<file path="src/rtl/esp32_link_sequencer_if.sv">
// Gamepad frame stream from the SPI receiver into the ESP32 link sequencer.
// frame_valid is a one-cycle pulse with no back-pressure (the sequencer is always ready); pad_btn_in is meaningful only while frame_valid is high.
interface esp32_link_sequencer_if;
    logic        frame_valid;
    logic [11:0] pad_btn_in;

    modport master (
        output frame_valid,
        output pad_btn_in
    );

    modport slave (
        input frame_valid,
        input pad_btn_in
    );
endinterface

</file>
<file path="src/rtl/esp32_link_sequencer.sv">
// Drives the ESP32 EN/strap pins through timed resets, watches the SPI frame
// stream for liveness, and gates gamepad buttons while the link is down.
module esp32_link_sequencer #(
    parameter int unsigned RESET_CYCLES  = 1000,
    parameter int unsigned STRAP_CYCLES  = 500,
    parameter int unsigned BOOT_TIMEOUT  = 2000000,
    parameter int unsigned FRAME_TIMEOUT = 500000,
    parameter int unsigned MAX_RETRIES   = 7
) (
    input  logic                         clk,
    input  logic                         reset,
    input  logic                         user_reset,
    input  logic                         prog_mode,
    esp32_link_sequencer_if.slave        pad_rx,
    output logic                         esp32_en,
    output logic                         esp32_gpio0,
    output logic                         esp32_gpio12,
    output logic                         link_up,
    output logic [3:0]                   retry_count,
    output logic [2:0]                   seq_state,
    output logic [11:0]                  pad_btn
);

    localparam logic [2:0] S_RESET  = 3'd0;
    localparam logic [2:0] S_STRAP  = 3'd1;
    localparam logic [2:0] S_WAIT   = 3'd2;
    localparam logic [2:0] S_LINKED = 3'd3;
    localparam logic [2:0] S_PROG   = 3'd4;
    localparam logic [2:0] S_FAILED = 3'd5;

    localparam logic [23:0] RESET_LAST = 24'(RESET_CYCLES - 1);
    localparam logic [23:0] STRAP_LAST = 24'(STRAP_CYCLES - 1);
    localparam logic [23:0] BOOT_LAST  = 24'(BOOT_TIMEOUT - 1);
    localparam logic [23:0] FRAME_LAST = 24'(FRAME_TIMEOUT - 1);
    localparam logic [3:0]  RETRY_MAX  = 4'(MAX_RETRIES);

    logic [2:0]  state_q, state_d;
    logic [23:0] cnt_q, cnt_d;
    logic [3:0]  retry_q, retry_d;
    logic [11:0] pad_q, pad_d;
    logic        prog_q, prog_d;
    logic        first_q;
    logic        ur_prev_q;
    logic        en_q, en_d;
    logic        gpio0_q, gpio0_d;
    logic        link_q, link_d;

    logic        ur_edge;
    logic [3:0]  retry_inc;

    always_comb begin
        ur_edge   = user_reset & ~ur_prev_q;
        retry_inc = (retry_q == 4'hF) ? 4'hF : retry_q + 4'd1;

        state_d = state_q;
        cnt_d   = cnt_q + 24'd1;
        retry_d = retry_q;
        pad_d   = 12'd0;
        prog_d  = prog_q;

        case (state_q)
            S_RESET: begin
                if (user_reset) begin
                    cnt_d = 24'd0;
                end else if (cnt_q == RESET_LAST) begin
                    state_d = S_STRAP;
                    cnt_d   = 24'd0;
                end
            end
            S_STRAP: begin
                if (cnt_q == STRAP_LAST) begin
                    state_d = prog_q ? S_PROG : S_WAIT;
                    cnt_d   = 24'd0;
                end
            end
            S_WAIT: begin
                // A frame arriving on the timeout cycle still counts as a link.
                if (pad_rx.frame_valid) begin
                    state_d = S_LINKED;
                    cnt_d   = 24'd0;
                    retry_d = 4'd0;
                    pad_d   = pad_rx.pad_btn_in;
                end else if (cnt_q == BOOT_LAST) begin
                    retry_d = retry_inc;
                    cnt_d   = 24'd0;
                    state_d = (retry_inc >= RETRY_MAX) ? S_FAILED : S_RESET;
                end
            end
            S_LINKED: begin
                pad_d = pad_q;
                if (pad_rx.frame_valid) begin
                    pad_d = pad_rx.pad_btn_in;
                    cnt_d = 24'd0;
                end else if (cnt_q == FRAME_LAST) begin
                    state_d = S_RESET;
                    cnt_d   = 24'd0;
                    retry_d = retry_inc;
                    pad_d   = 12'd0;
                end
            end
            S_PROG, S_FAILED: begin
                cnt_d = 24'd0;
            end
            default: begin
                state_d = S_RESET;
                cnt_d   = 24'd0;
            end
        endcase

        if (ur_edge) begin
            state_d = S_RESET;
            cnt_d   = 24'd0;
            retry_d = 4'd0;
            pad_d   = 12'd0;
        end

        // Coming out of reset counts as an entry into S_RESET for the strap latch.
        if (first_q || (state_d == S_RESET && (state_q != S_RESET || ur_edge))) begin
            prog_d = prog_mode;
        end

        en_d    = (state_d != S_RESET);
        gpio0_d = (state_d == S_RESET || state_d == S_STRAP) ? ~prog_d : 1'b1;
        link_d  = (state_d == S_LINKED);
    end

    always_ff @(posedge clk or posedge reset) begin
        if (reset) begin
            state_q   <= S_RESET;
            cnt_q     <= 24'd0;
            retry_q   <= 4'd0;
            pad_q     <= 12'd0;
            prog_q    <= 1'b0;
            first_q   <= 1'b1;
            ur_prev_q <= 1'b0;
            en_q      <= 1'b0;
            gpio0_q   <= 1'b1;
            link_q    <= 1'b0;
        end else begin
            state_q   <= state_d;
            cnt_q     <= cnt_d;
            retry_q   <= retry_d;
            pad_q     <= pad_d;
            prog_q    <= prog_d;
            first_q   <= 1'b0;
            ur_prev_q <= user_reset;
            en_q      <= en_d;
            gpio0_q   <= gpio0_d;
            link_q    <= link_d;
        end
    end

    assign esp32_en     = en_q;
    assign esp32_gpio0  = gpio0_q;
    assign esp32_gpio12 = 1'b0;
    assign link_up      = link_q;
    assign retry_count  = retry_q;
    assign seq_state    = state_q;
    assign pad_btn      = pad_q;

endmodule

</file>
<file path="src/flat_wrapper.sv">
// flat-port wrapper written by rule: the top's interface ports become plain ports
module esp32_link_sequencer_flat 
#(
    parameter int unsigned RESET_CYCLES  = 1000,
    parameter int unsigned STRAP_CYCLES  = 500,
    parameter int unsigned BOOT_TIMEOUT  = 2000000,
    parameter int unsigned FRAME_TIMEOUT = 500000,
    parameter int unsigned MAX_RETRIES   = 7
)
  (clk, reset, user_reset, prog_mode, esp32_en, esp32_gpio0, esp32_gpio12, link_up, retry_count, seq_state, pad_btn, pad_rx_frame_valid, pad_rx_pad_btn_in);
  esp32_link_sequencer_if pad_rx_i ();
  input  logic clk;
  input  logic reset;
  input  logic user_reset;
  input  logic prog_mode;
  output logic esp32_en;
  output logic esp32_gpio0;
  output logic esp32_gpio12;
  output logic link_up;
  output logic [3:0] retry_count;
  output logic [2:0] seq_state;
  output logic [11:0] pad_btn;
  input wire logic [$bits(pad_rx_i.frame_valid)-1:0] pad_rx_frame_valid;
  input wire logic [$bits(pad_rx_i.pad_btn_in)-1:0] pad_rx_pad_btn_in;
  assign pad_rx_i.frame_valid = pad_rx_frame_valid;
  assign pad_rx_i.pad_btn_in = pad_rx_pad_btn_in;
  esp32_link_sequencer #(.RESET_CYCLES(RESET_CYCLES), .STRAP_CYCLES(STRAP_CYCLES), .BOOT_TIMEOUT(BOOT_TIMEOUT), .FRAME_TIMEOUT(FRAME_TIMEOUT), .MAX_RETRIES(MAX_RETRIES)) u_core (.clk(clk), .reset(reset), .user_reset(user_reset), .prog_mode(prog_mode), .pad_rx(pad_rx_i), .esp32_en(esp32_en), .esp32_gpio0(esp32_gpio0), .esp32_gpio12(esp32_gpio12), .link_up(link_up), .retry_count(retry_count), .seq_state(seq_state), .pad_btn(pad_btn));
endmodule
</file>
<file path="config.mk">
export PLATFORM = sky130hd
export DESIGN_NAME = esp32_link_sequencer_flat
export DESIGN_NICKNAME = d
export VERILOG_FILES = /design/src/rtl/esp32_link_sequencer_if.sv /design/src/rtl/esp32_link_sequencer.sv /design/src/flat_wrapper.sv
export SDC_FILE = /design/constraint.sdc
export NUM_CORES = 1
export LEC_CHECK = 0
export BUFFER_PORTS_ARGS = -buffer_cell sky130_fd_sc_hd__buf_2
export CAP_MARGIN = 0
export CELL_PAD_IN_SITES_DETAIL_PLACEMENT = 0
export CELL_PAD_IN_SITES_GLOBAL_PLACEMENT = 1
export CORE_UTILIZATION = 47
export DETAILED_ROUTE_END_ITERATION = 7
export GPL_TIMING_DRIVEN = 0
export PLACE_DENSITY_LB_ADDON = 0.12
export SYNTH_ARGS = -nofsm -noshare
export SYNTH_HDL_FRONTEND = slang
export SYNTH_SLANG_ARGS = --single-unit
</file>
<file path="constraint.sdc">
create_clock -name clk -period 4.6 [get_ports clk]
set_clock_uncertainty 0.2 [all_clocks]
set_input_delay 0.69 -clock clk [delete_from_list [all_inputs] [get_ports clk]]
set_output_delay 0.69 -clock clk [all_outputs]
set_load 0.03 [all_outputs]
</file>
==> metrics.md, run 1 <==
| Metric | Value |
|---|---|
| Run status | `finished clean` |
| Count of flip-flops with a built-in enable after synthesis | `0` |
| Slew at the pin closest to its max-slew limit | `0.710 ns` |
| Total wirelength of the detailed-routed design | `5.76 mm` |
| Residual antenna-violating net count after detailed routing | `0` |
| Most used cells in the layout excluding fill and tap cells | `47 x dfrtp_1, 38 x buf_2, 38 x nor2_1` |
| Worst flop-to-flop path endpoint | `u_core.prog_q` |
| Mapped Cells | `268` |
| Post-CTS setup-driven buffer insertion count | `0` |
| Most frequent standard cell in the layout excluding fill and tap cells | `dfrtp_1` |
| Critical Setup Path Class | `flip-flop to flip-flop` |
| Power dissipated by switching net loads | `0.184 mW` |
| Power Internal | `0.631 mW` |
| Global-route wire length before repair | `10.0 mm` |
| Clock Latency Late Sink | `0.31 ns` |
| Number of I/O pins | `40` |
| Part of the total power dissipated in the clock network | `40.3%` |
| Type of the most critical hold path | `input pin to asynchronous set/reset pin` |
| Setup TNS | `0 ns` |
| Startpoint of the worst-slack reg-to-reg timing path | `u_core.cnt_q[0]` |
| Unrepaired setup endpoints after global routing | `false` |
| Worst Setup Slack post-DPL | `1.60 ns` |
| Final min period | `2.99 ns` |
| Non-filler instance count after layout | `387` |
| Nature of the critical path endpoint | `flip-flop` |
| ANT cells | `0` |
| H-tree lvl count | `2` |
| Register-to-register setup slack | `1.61 ns` |
| Area share of the largest cell type after synthesis | `44.3%` |
| PnR Total Power | `0.815 mW` |
| Die Outline Area | `0.00596 mm^2` |
| Overall routing resource usage | `21.2%` |
| Cell taking the most area after synthesis | `dfrtp_1` |
| Total overflow reported by the global router | `0` |
| Number of global-route vias before repair | `2035` |
| Critical path arrival | `3.00 ns` |
| Power density normalized to cell area | `265 mW/mm^2` |
| Die width | `77.2 um` |
| Nets | `333` |
| Number of standard-cell rows in the floorplan | `27` |
| Portion of total power attributed to combinational logic | `5.9%` |
| Core Region | `0.00547 mm^2` |
| Avg Cell Area, Syn | `9.91 um^2` |
| Clock tree from TritonCTS | `built` |
| Post-Place Cells | `379` |
| Post-synthesis to final-layout area growth | `15.8%` |
| Standby leakage power | `1.38 nW` |
| Gpl congestion | `0.830` |
| Synth async-reset ratio | `100%` |
| Max-cap viol count | `0` |
| Worst IR drop on VDD | `0.000155 V` |
| Final Hold Viols | `0` |
| Number of buffers created by CTS | `5` |
| Yosys reg bits | `49` |
| Number of clock sinks | `49` |
| Largest cells by area after synthesis | `dfrtp_1 44%, nor2_1 5.4%, a22o_1 4.6%` |
| Total of buffers placed on input and output ports | `37` |
| Fraction of final layout cells with drive strength greater than 1 | `23.8%` |
| Max-slew headroom | `52.3%` |
| Root Driver | `clkbuf_8` |
| R2R cell count | `8` |
| Unique masters post-synth | `62` |
| Antenna violations before repair | `0` |
| Dpl hpwl | `4.17 mm` |
| Vias/cell | `5.64` |
| Maximum clock rate | `334 MHz` |
| Max-slew violations | `0` |
| Synth Warn # | `0` |
| Maximum clock insertion buffer count | `2` |
| Startpoint types | `flip-flop` |
| Largest net degree at the start of global routing | `30` |
| Syn Std Cell Area | `0.00266 mm^2` |
| Post-cts gate resize count | `0` |
| Effective utilization at floorplan | `48.5%` |
| Die Height | `77.2 um` |
| DR WL/cell | `14.9 um` |
| Count of routing violations after the opening detailed-route iteration | `175` |
| Sequential power share | `53.8%` |
| Count of hold buffers inserted by post-cts repair | `0` |
| Total via count in the routed design | `2181` |
| Final setup fails | `0` |
| Switching part of the total power | `22.6%` |
| Final worst setup slack | `1.61 ns` |
| Pre-antenna DRT Iters | `4` |
| Maximum net fanout on the critical path | `6` |
| Main synth FF type | `dfrtp_1` |
| Number of DRC violations after detailed routing | `0` |
| CTS clk-pin slew, worst paths | `0.09 ns` |
| Worst path required time | `4.60 ns` |
| Proportion of synthesized chip area in sequential cells | `46.3%` |
| Min Hold Slack | `0.191 ns` |
| Final worst path period share | `65.1%` |
[worst max-delay path by stage]
stage,depth (start not counted),endpoint,slack (ns),startpoint
final,8,u_core.prog_q,1.61,u_core.cnt_q[0]
after global routing,8,u_core.prog_q,1.28,u_core.cnt_q[0]
after CTS,8,u_core.prog_q,1.58,u_core.cnt_q[0]
after detailed placement,8,u_core.prog_q,1.60,u_core.cnt_q[0]
after global placement,8,u_core.prog_q,1.60,u_core.cnt_q[0]
after floorplan,8,u_core.prog_q,1.88,u_core.seq_state[1]
[cells by family after synthesis]
group | share of synthesized area (%)
adder cells (fa/ha/maj) | 0.942
XOR/XNOR | 7.25
buffers and inverters | 3.30
AND/OR/NAND/NOR | 28.5
AO/OA/AOI/OAI | 13.1
flip-flops | 46.3
other | 0.141
multiplexers | 0.565
[power by group through the flow]
stage	Sequential, mW	Clock [mW]	Combinational [mW]
final	0.439	0.328	0.0480
after global routing	0.440	0.348	0.0541
after CTS	0.439	0.334	0.0489
after detailed placement	0.447	0	0.0487
after global placement	0.447	0	0.0461
after floorplan	0.449	0	0.0294
[cells in the mapped netlist, drive strengths merged (5+ instances only)]
master,n
inv,5
dfrtp,47
nand2,14
a21oi,8
clkbuf,9
nand4,7
xnor2,9
nor2b,5
nor4,7
nor2,39
nor3,11
xor2,13
a22o,14
nand3,15
[layout make-up]
cell class	count	area (um^2)
repair buffers	38	205
plain buffers	13	68.8
flip-flops and latches	49	1230
inverters	5	18.8
well taps	72	90.1
multi-input cells	202	1340
clock inverters	2	37.5
clock buffers	6	82.6
fillers	532	2400
[state kept, by name, indices dropped and copies added (netlist names)]
signal              flops
u_core.ur_prev_q        1
u_core.first_q          1
u_core.link_up          1
u_core.seq_state        3
u_core.esp32_gpio0      1
u_core.retry_count      4
u_core.prog_q           1
u_core.cnt_q           24
u_core.esp32_en         1
u_core.pad_btn         12
[worst max-delay path, stage by stage, from the launching register on]
cell,delay [ns]
dfrtp_1,0.39
ha_1,0.29
nand4_1,0.22
nor4_1,0.69
nand4_1,0.20
o21ai_0,0.32
nor2_2,0.12
a21oi_2,0.16
mux2_4,0.31
[stage by stage]
stage / area (um^2) / utilization [%]
floorplan: 2660 / -
detailed placement: 2960 / 54.0
global route: 3080 / 56.2
global placement: 2940 / 53.6
finish: 3080 / 56.2
CTS: 3080 / 56.2
[layer usage]
layer,vias to the layer above,global-route usage [%],routed length [um]
li1,1051,-,-
met4,0,5.66,57
met5,-,0,0
met1,1063,31.0,2900
met3,6,4.17,245
met2,61,31.8,2560
Power figures use the tool's default switching activity.
==> run 2: changes to the inputs <==
--- a/config.mk
+++ b/config.mk
@@ -9,7 +9,7 @@
 export CAP_MARGIN = 0
 export CELL_PAD_IN_SITES_DETAIL_PLACEMENT = 0
 export CELL_PAD_IN_SITES_GLOBAL_PLACEMENT = 1
-export CORE_UTILIZATION = 47
+export CORE_UTILIZATION = 44
 export DETAILED_ROUTE_END_ITERATION = 7
 export GPL_TIMING_DRIVEN = 0
 export PLACE_DENSITY_LB_ADDON = 0.12
==> constraint.sdc (replaced) <==
create_clock -name clk -period 2.9 [get_ports clk]
set_clock_uncertainty 0.2 [all_clocks]
set_input_delay 0.435 -clock clk [delete_from_list [all_inputs] [get_ports clk]]
set_output_delay 0.435 -clock clk [all_outputs]
set_load 0.03 [all_outputs]
==> run 2 against run 1 <==
Effect of this change:
- first-iteration DRC count decreased by 19%
- critical endpoint unchanged
- sequential share of layout area decreased by 1.2 points
- clock power increased by 54%
- largest cell class unchanged
- combinational power increased by 64%
- via count increased by 0.32%
==> metrics.md, run 2 (synthesized netlist as in run 1, its figures left out) <==
| Metric | Value |
|---|---|
| Run status | `finished clean` |
| Post-route cell area | `0.00317 mm^2 (+3.2%)` |
| Part of the total power dissipated in the clock network | `39.5% (-0.8 points)` |
| Post-synthesis to final-layout area growth | `19.5%` |
| Most used cells in the layout excluding fill and tap cells | `45 x dfrtp_1, 38 x buf_2, 38 x nor2_1` |
| Worst path required time | `2.91 ns (-1.69 ns)` |
| Switching part of the total power | `23.4% (+0.84 points)` |
| Non-filler instance count after layout | `392 (+1.3%)` |
| Critical path's slowest cell | `or4_1` |
| Most frequent standard cell in the layout excluding fill and tap cells | `dfrtp_1` |
| Max-slew violations | `0 (unchanged)` |
| Final Hold Viols | `0 (unchanged)` |
| Max FFs per register | `24 (unchanged)` |
| Launch instance of the worst min-delay path | `user_reset` |
| Dpl hpwl | `4.34 mm (+4.3%)` |
| Startpoint of the worst-slack reg-to-reg timing path | `u_core.cnt_q[13]` |
| Final setup fails | `0 (unchanged)` |
| Power density normalized to cell area | `404 mW/mm^2 (+52%)` |
| Total via count in the routed design | `2188 (+0.32%)` |
| Final worst path period share | `97.3% (+32 points)` |
| Clock tree from TritonCTS | `built` |
| Top reg by flops | `u_core.cnt_q` |
| Final min period | `2.82 ns (-0.174 ns)` |
| Nature of the critical path endpoint | `flip-flop` |
| Largest net degree at the start of global routing | `36 (+20%)` |
| Worst IR drop on VDD | `0.000197 V (+27%)` |
| Antenna violations before repair | `0 (unchanged)` |
| Multi-input logic area | `0.00140 mm^2 (+4.0%)` |
| Cell area reported after detailed placement | `0.00296 mm^2 (unchanged)` |
| Sequential power share | `54.4% (+0.6 points)` |
| Type of the most critical hold path | `input pin to flip-flop` |
| Nets | `338 (+1.5%)` |
| DR WL/cell | `16.1 um (+8.4%)` |
| Root Driver | `clkbuf_8` |
| Number of standard-cell rows in the floorplan | `27 (unchanged)` |
| Total wirelength of the detailed-routed design | `6.33 mm (+9.8%)` |
| CTS clk-pin slew, worst paths | `0.10 ns (about the same)` |
| H-tree lvl count | `2 (unchanged)` |
| Die Height | `79.7 um (+3.3%)` |
| Startpoint types | `flip-flop` |
| ANT cells | `0 (unchanged)` |
| Portion of total power attributed to combinational logic | `6.2% (+0.3 points)` |
| Number of DRC violations after detailed routing | `0 (unchanged)` |
| Standby leakage power | `1.44 nW (+4.7%)` |
| Cell seen most often among critical-path stages | `a21oi_2` |
| Cells traversed along the worst timing path | `or3b_2 -> or4_1 -> o21ai_4 -> a21oi_2 -> nor3_4 -> a21oi_2 -> mux2_4` |
| Die width | `79.7 um (+3.3%)` |
| Power dissipated by switching net loads | `0.300 mW (+63%)` |
| Max-slew headroom | `67.0% (+15 points)` |
| Clock Latency Late Sink | `0.32 ns (about the same)` |
| Total overflow reported by the global router | `0 (unchanged)` |
| Vias/cell | `5.58 (-0.96%)` |
| Critical path arrival | `2.83 ns (-0.17 ns)` |
| Critical Setup Path Class | `flip-flop to flip-flop` |
| Gpl congestion | `0.851 (+2.4%)` |
| Effective utilization at floorplan | `46.8% (-1.7 points)` |
| Maximum net fanout on the critical path | `6 (unchanged)` |
| Maximum clock rate | `354 MHz (+6.2%)` |
| Register-to-register setup slack | `0.08 ns (-1.53 ns)` |
| R2R cell count | `7 (-1)` |
| Core Util, Final | `55.9% (-0.27 points)` |
| Count of fill cells added during filler insertion | `551 (+3.6%)` |
| Post-Place Cells | `379 (unchanged)` |
| Global-route wire length before repair | `10.2 mm (+1.6%)` |
| Total of buffers placed on input and output ports | `37 (unchanged)` |
| Max-cap viol count | `0 (unchanged)` |
| Power Internal | `0.981 mW (+55%)` |
| Number of global-route vias before repair | `2048 (+0.64%)` |
| Worst hold path stage count | `1` |
| Residual antenna-violating net count after detailed routing | `0 (unchanged)` |
| Core Region | `0.00568 mm^2 (+3.7%)` |
| Overall routing resource usage | `20.9% (-0.31 points)` |
| Count of routing violations after the opening detailed-route iteration | `141 (-19%)` |
| Critical Path Source | `u_core.cnt_q[13]` |
| Worst path max stage delay | `0.59 ns (-0.10 ns)` |
| Slew at the pin closest to its max-slew limit | `0.490 ns (-0.219 ns)` |
| Pre-antenna DRT Iters | `4 (unchanged)` |
| Die Outline Area | `0.00635 mm^2 (+6.7%)` |
| Fraction of final layout cells with drive strength greater than 1 | `27.8% (+4.0 points)` |
| Maximum clock insertion buffer count | `2 (unchanged)` |
| Number of I/O pins | `40 (unchanged)` |
| Number of clock sinks | `49 (unchanged)` |
| Sequential standard cell area | `0.00123 mm^2 (+0.20%)` |
| Number of buffers created by CTS | `5 (unchanged)` |
## run 2: cell type report
class | count | area share [%]
timing repair buffer | 45 | 8.20
clock buffer | 5 | 2.17
multi-input combinational | 202 | 44.0
buffer | 11 | 1.93
sequential | 49 | 38.8
inverter | 5 | 0.591
clock inverter | 3 | 1.46
tap | 72 | 2.84
## run 2: critical path, delay by kind of cell, from the launching register on
kind,cells,cell delay [ns]
DFF,1,0.49
muxes,1,0.29
and+or+nand+nor,3,1.31
AOI/OAI and AO/OA,3,0.42
## run 2: worst paths after layout
check	end
setup reg to reg	u_core.prog_q
min in group asynchronous	u_core.cnt_q[21]
hold reg to reg	u_core.cnt_q[0]
setup / recovery	u_core.prog_q
hold / removal	u_core.ur_prev_q
max in group asynchronous	u_core.first_q
## run 2: layer usage
metal | up-vias | track usage, % | routed length (um)
met5 | - | 0 | 0
met4 | 0 | 5.82 | 59
met3 | 7 | 4.69 | 377
met2 | 63 | 30.6 | 2860
met1 | 1055 | 30.6 | 3030
li1 | 1063 | - | -
## run 2: through the flow
stage               setup WS [ns]  TNS [ns]  hold slack, ns  power (mW)
floorplan                   0.176         0           0.235       0.759
CTS                        0.0389         0          0.0630        1.30
finish                     0.0790         0          0.0679        1.28
detailed placement        -0.0848    -0.214           0.234       0.787
global route             -0.00950  -0.00950          0.0661        1.33
global placement          -0.0873   -0.0873           0.274       0.782
## run 2: power groups by stage
stage | combinational (mW) | clock [mW] | sequential, mW
final | 0.0788 | 0.505 | 0.697
after CTS | 0.0785 | 0.524 | 0.697
after floorplan | 0.0466 | 0 | 0.712
after detailed placement | 0.0773 | 0 | 0.710
after global placement | 0.0726 | 0 | 0.710
after global routing | 0.0889 | 0.545 | 0.698
## run 2: timing repair
item                                    CTS  global route
endpoints found under the setup margin   21            23
pin swaps                                 0             4
hold buffers                              1             0
endpoints found under the hold margin    14             0
buffers inserted                          0             6
gates resized for setup                   3            10
==> run 3: changes to the inputs <==
--- a/config.mk
+++ b/config.mk
@@ -9,7 +9,9 @@
 export CAP_MARGIN = 0
 export CELL_PAD_IN_SITES_DETAIL_PLACEMENT = 0
 export CELL_PAD_IN_SITES_GLOBAL_PLACEMENT = 1
+export CORE_ASPECT_RATIO = 1.5
 export CORE_UTILIZATION = 44
+export CTS_BUF_LIST = sky130_fd_sc_hd__clkbuf_16
 export DETAILED_ROUTE_END_ITERATION = 7
 export GPL_TIMING_DRIVEN = 0
 export PLACE_DENSITY_LB_ADDON = 0.12
==> run 3 against run 2 <==
Effect of this change:
- setup slack improved by 0.020 ns
- sequential cell count unchanged
- final area decreased by 0.20%
- register-to-register slack better by 0.02 ns
- total power increased by 11%
- hold slack better by 0.024 ns
- die area barely moved
- clock-buffer cell count unchanged
- largest cell class unchanged
- core utilization down 1.6 points
- via count shrank 2.1%
==> metrics.md, run 3 (synthesized netlist as in run 1, its figures left out) <==
| Metric | Value |
|---|---|
| Run status | `finished clean` |
| ANT cells | `0 (unchanged)` |
| Max FFs per register | `24 (unchanged)` |
| Sequential standard cell area | `0.00123 mm^2 (-0.10%)` |
| Slew at the pin closest to its max-slew limit | `0.652 ns (+0.161 ns)` |
| Portion of total power attributed to combinational logic | `5.5% (-0.7 points)` |
| Nets | `333 (-1.5%)` |
| Effective utilization at floorplan | `45.6% (-1.2 points)` |
| Switching part of the total power | `20.9% (-2.6 points)` |
| Type of the most critical hold path | `input pin to flip-flop` |
| Die Outline Area | `0.00636 mm^2 (about the same)` |
| Dpl hpwl | `4.42 mm (+1.9%)` |
| Worst path required time | `2.87 ns (-0.04 ns)` |
| Final worst setup slack | `0.0991 ns (+0.0201 ns)` |
| Vias/cell | `5.53 (-0.88%)` |
| Overall routing resource usage | `21.2% (+0.33 points)` |
| Number of buffers created by CTS | `5 (unchanged)` |
| Count of routing violations after the opening detailed-route iteration | `129 (-8.5%)` |
| Max-slew violations | `0 (unchanged)` |
| Cell area reported after detailed placement | `0.00296 mm^2 (unchanged)` |
| Final min period | `2.80 ns (-0.0201 ns)` |
| Cells traversed along the worst timing path | `or4b_4 -> or4_4 -> o211ai_1 -> nand3_2 -> nor2_4 -> a21oi_2 -> mux2_4` |
| Maximum clock insertion buffer count | `2 (unchanged)` |
| Startpoint types | `flip-flop` |
| Core Region | `0.00583 mm^2 (+2.7%)` |
| Global-route wire length before repair | `10.4 mm (+2.6%)` |
| Number of standard-cell rows in the floorplan | `34 (+26%)` |
| Nature of the critical path endpoint | `flip-flop` |
| Total via count in the routed design | `2141 (-2.1%)` |
| DR WL/cell | `15.3 um (-5.4%)` |
| Startpoint of the worst-slack reg-to-reg timing path | `u_core.cnt_q[11]` |
| Most frequent standard cell in the layout excluding fill and tap cells | `dfrtp_1` |
| Die width | `65.4 um (-18%)` |
| CTS clk-pin slew, worst paths | `0.06 ns (-0.04 ns)` |
| Final Hold Viols | `0 (unchanged)` |
| Maximum clock rate | `357 MHz (+0.72%)` |
| Standby leakage power | `1.41 nW (-1.9%)` |
| Maximum net fanout on the critical path | `7 (+1)` |
| Worst IR drop on VDD | `0.000222 V (+13%)` |
| Post-synthesis to final-layout area growth | `19.3%` |
| Top reg by flops | `u_core.cnt_q` |
| Residual antenna-violating net count after detailed routing | `0 (unchanged)` |
| Pre-antenna DRT Iters | `4 (unchanged)` |
| Post-route cell area | `0.00317 mm^2 (-0.20%)` |
| Clock tree from TritonCTS | `built` |
| Critical path arrival | `2.77 ns (-0.06 ns)` |
| Number of clock sinks | `49 (unchanged)` |
| Clock Latency Late Sink | `0.29 ns (-0.03 ns)` |
| Die Height | `97.2 um (+22%)` |
| Launch instance of the worst min-delay path | `user_reset` |
| Number of global-route vias before repair | `2168 (+5.9%)` |
| Worst path max stage delay | `0.57 ns (-0.02 ns)` |
| Critical Setup Path Class | `flip-flop to flip-flop` |
| Final setup fails | `0 (unchanged)` |
| Power dissipated by switching net loads | `0.296 mW (-1.3%)` |
| Multi-input logic area | `0.00139 mm^2 (-0.81%)` |
| Unrepaired setup endpoints after global routing | `false` |
| Total wirelength of the detailed-routed design | `5.91 mm (-6.6%)` |
| Max-cap viol count | `0 (unchanged)` |
| Number of DRC violations after detailed routing | `0 (unchanged)` |
| Antenna violations before repair | `0 (unchanged)` |
| Part of the total power dissipated in the clock network | `45.4% (+5.9 points)` |
| Max-slew headroom | `56.2% (-11 points)` |
| Sequential power share | `49.2% (-5.2 points)` |
| Number of I/O pins | `40 (unchanged)` |
| Worst Setup Slack post-DPL | `-0.149 ns (-0.0643 ns)` |
| Total overflow reported by the global router | `0 (unchanged)` |
| Root Driver | `clkbuf_16` |
| Count of fill cells added during filler insertion | `542 (-1.6%)` |
| Fraction of final layout cells with drive strength greater than 1 | `25.4% (-2.4 points)` |
| Final worst path period share | `96.6% (-0.69 points)` |
| Power density normalized to cell area | `448 mW/mm^2 (+11%)` |
| Largest net degree at the start of global routing | `35 (-2.8%)` |
| Gpl congestion | `0.797 (-6.3%)` |
| Critical Path Source | `u_core.cnt_q[11]` |
| Most used cells in the layout excluding fill and tap cells | `46 x dfrtp_1, 38 x buf_2, 38 x nor2_1` |
| H-tree lvl count | `2 (unchanged)` |
| Critical path's slowest cell | `or4_4` |
| Total of buffers placed on input and output ports | `37 (unchanged)` |
| Min Hold Slack | `0.0922 ns (+0.0244 ns)` |
| Power Internal | `1.12 mW (+14%)` |
-- run 3: repair_timing --
item	4_1_cts	5_1_grt
gates resized for setup	2	8
hold endpoints to repair	13	0
setup buffers	0	0
hold buffers	1	0
endpoints found under the setup margin	22	33
pin swaps	0	1
-- run 3: cell type report --
| cell class | count | share of cell area [%] |
|---|---|---|
| sequential | 49 | 38.8 |
| timing repair buffer | 39 | 6.79 |
| multi-input combinational | 202 | 43.8 |
| buffer | 12 | 2.05 |
| inverter | 5 | 0.592 |
| clock inverter | 3 | 1.18 |
| clock buffer | 5 | 3.95 |
| tap | 72 | 2.84 |
-- run 3: through the flow --
step                      total power, mW  util, %  setup TNS (ns)  cells
after CTS                            1.44     53.9               0    388
after global placement              0.784     50.4          -0.216    378
final                                1.42     54.4               0    387
after floorplan                     0.759        -               0    269
after detailed placement            0.789     50.7          -0.231    379
after global routing                 1.47     54.4               0    387
-- run 3: critical path: cells and delay by family, from the launching register on --
| family | cells | cell delay (ns) |
|---|---|---|
| AND/OR/NAND/NOR | 4 | 1.43 |
| flip-flops | 1 | 0.45 |
| AO/OA/AOI/OAI | 2 | 0.32 |
| multiplexers | 1 | 0.29 |
-- run 3: path summary, 6_finish.rpt --
check	end	slack [ns]	depth (start not counted)
worst max-delay path	u_core.prog_q	0.1	7
worst min-delay path	u_core.ur_prev_q	0.09	1
worst max register to register	u_core.prog_q	0.1	7
worst min register to register	u_core.cnt_q[0]	0.29	1
max in group asynchronous	u_core.cnt_q[11]	1.54	4
min in group asynchronous	u_core.prog_q	0.46	3
-- run 3: layer usage --
metal	track usage, %	vias up	share of wire [%]
li1	-	1056	-
met1	27.4	1042	43
met2	35.5	34	54
met3	3.17	9	2.2
met4	7.02	0	1.6
met5	0	-	0
-- run 3: power groups by stage --
stage                     clock [mW]  sequential (mW)  combinational [mW]
after floorplan                    0            0.712              0.0466
after global placement             0            0.710              0.0737
after detailed placement           0            0.710              0.0785
after CTS                      0.660            0.697              0.0796
after global routing           0.687            0.698              0.0879
final                          0.644            0.698              0.0777
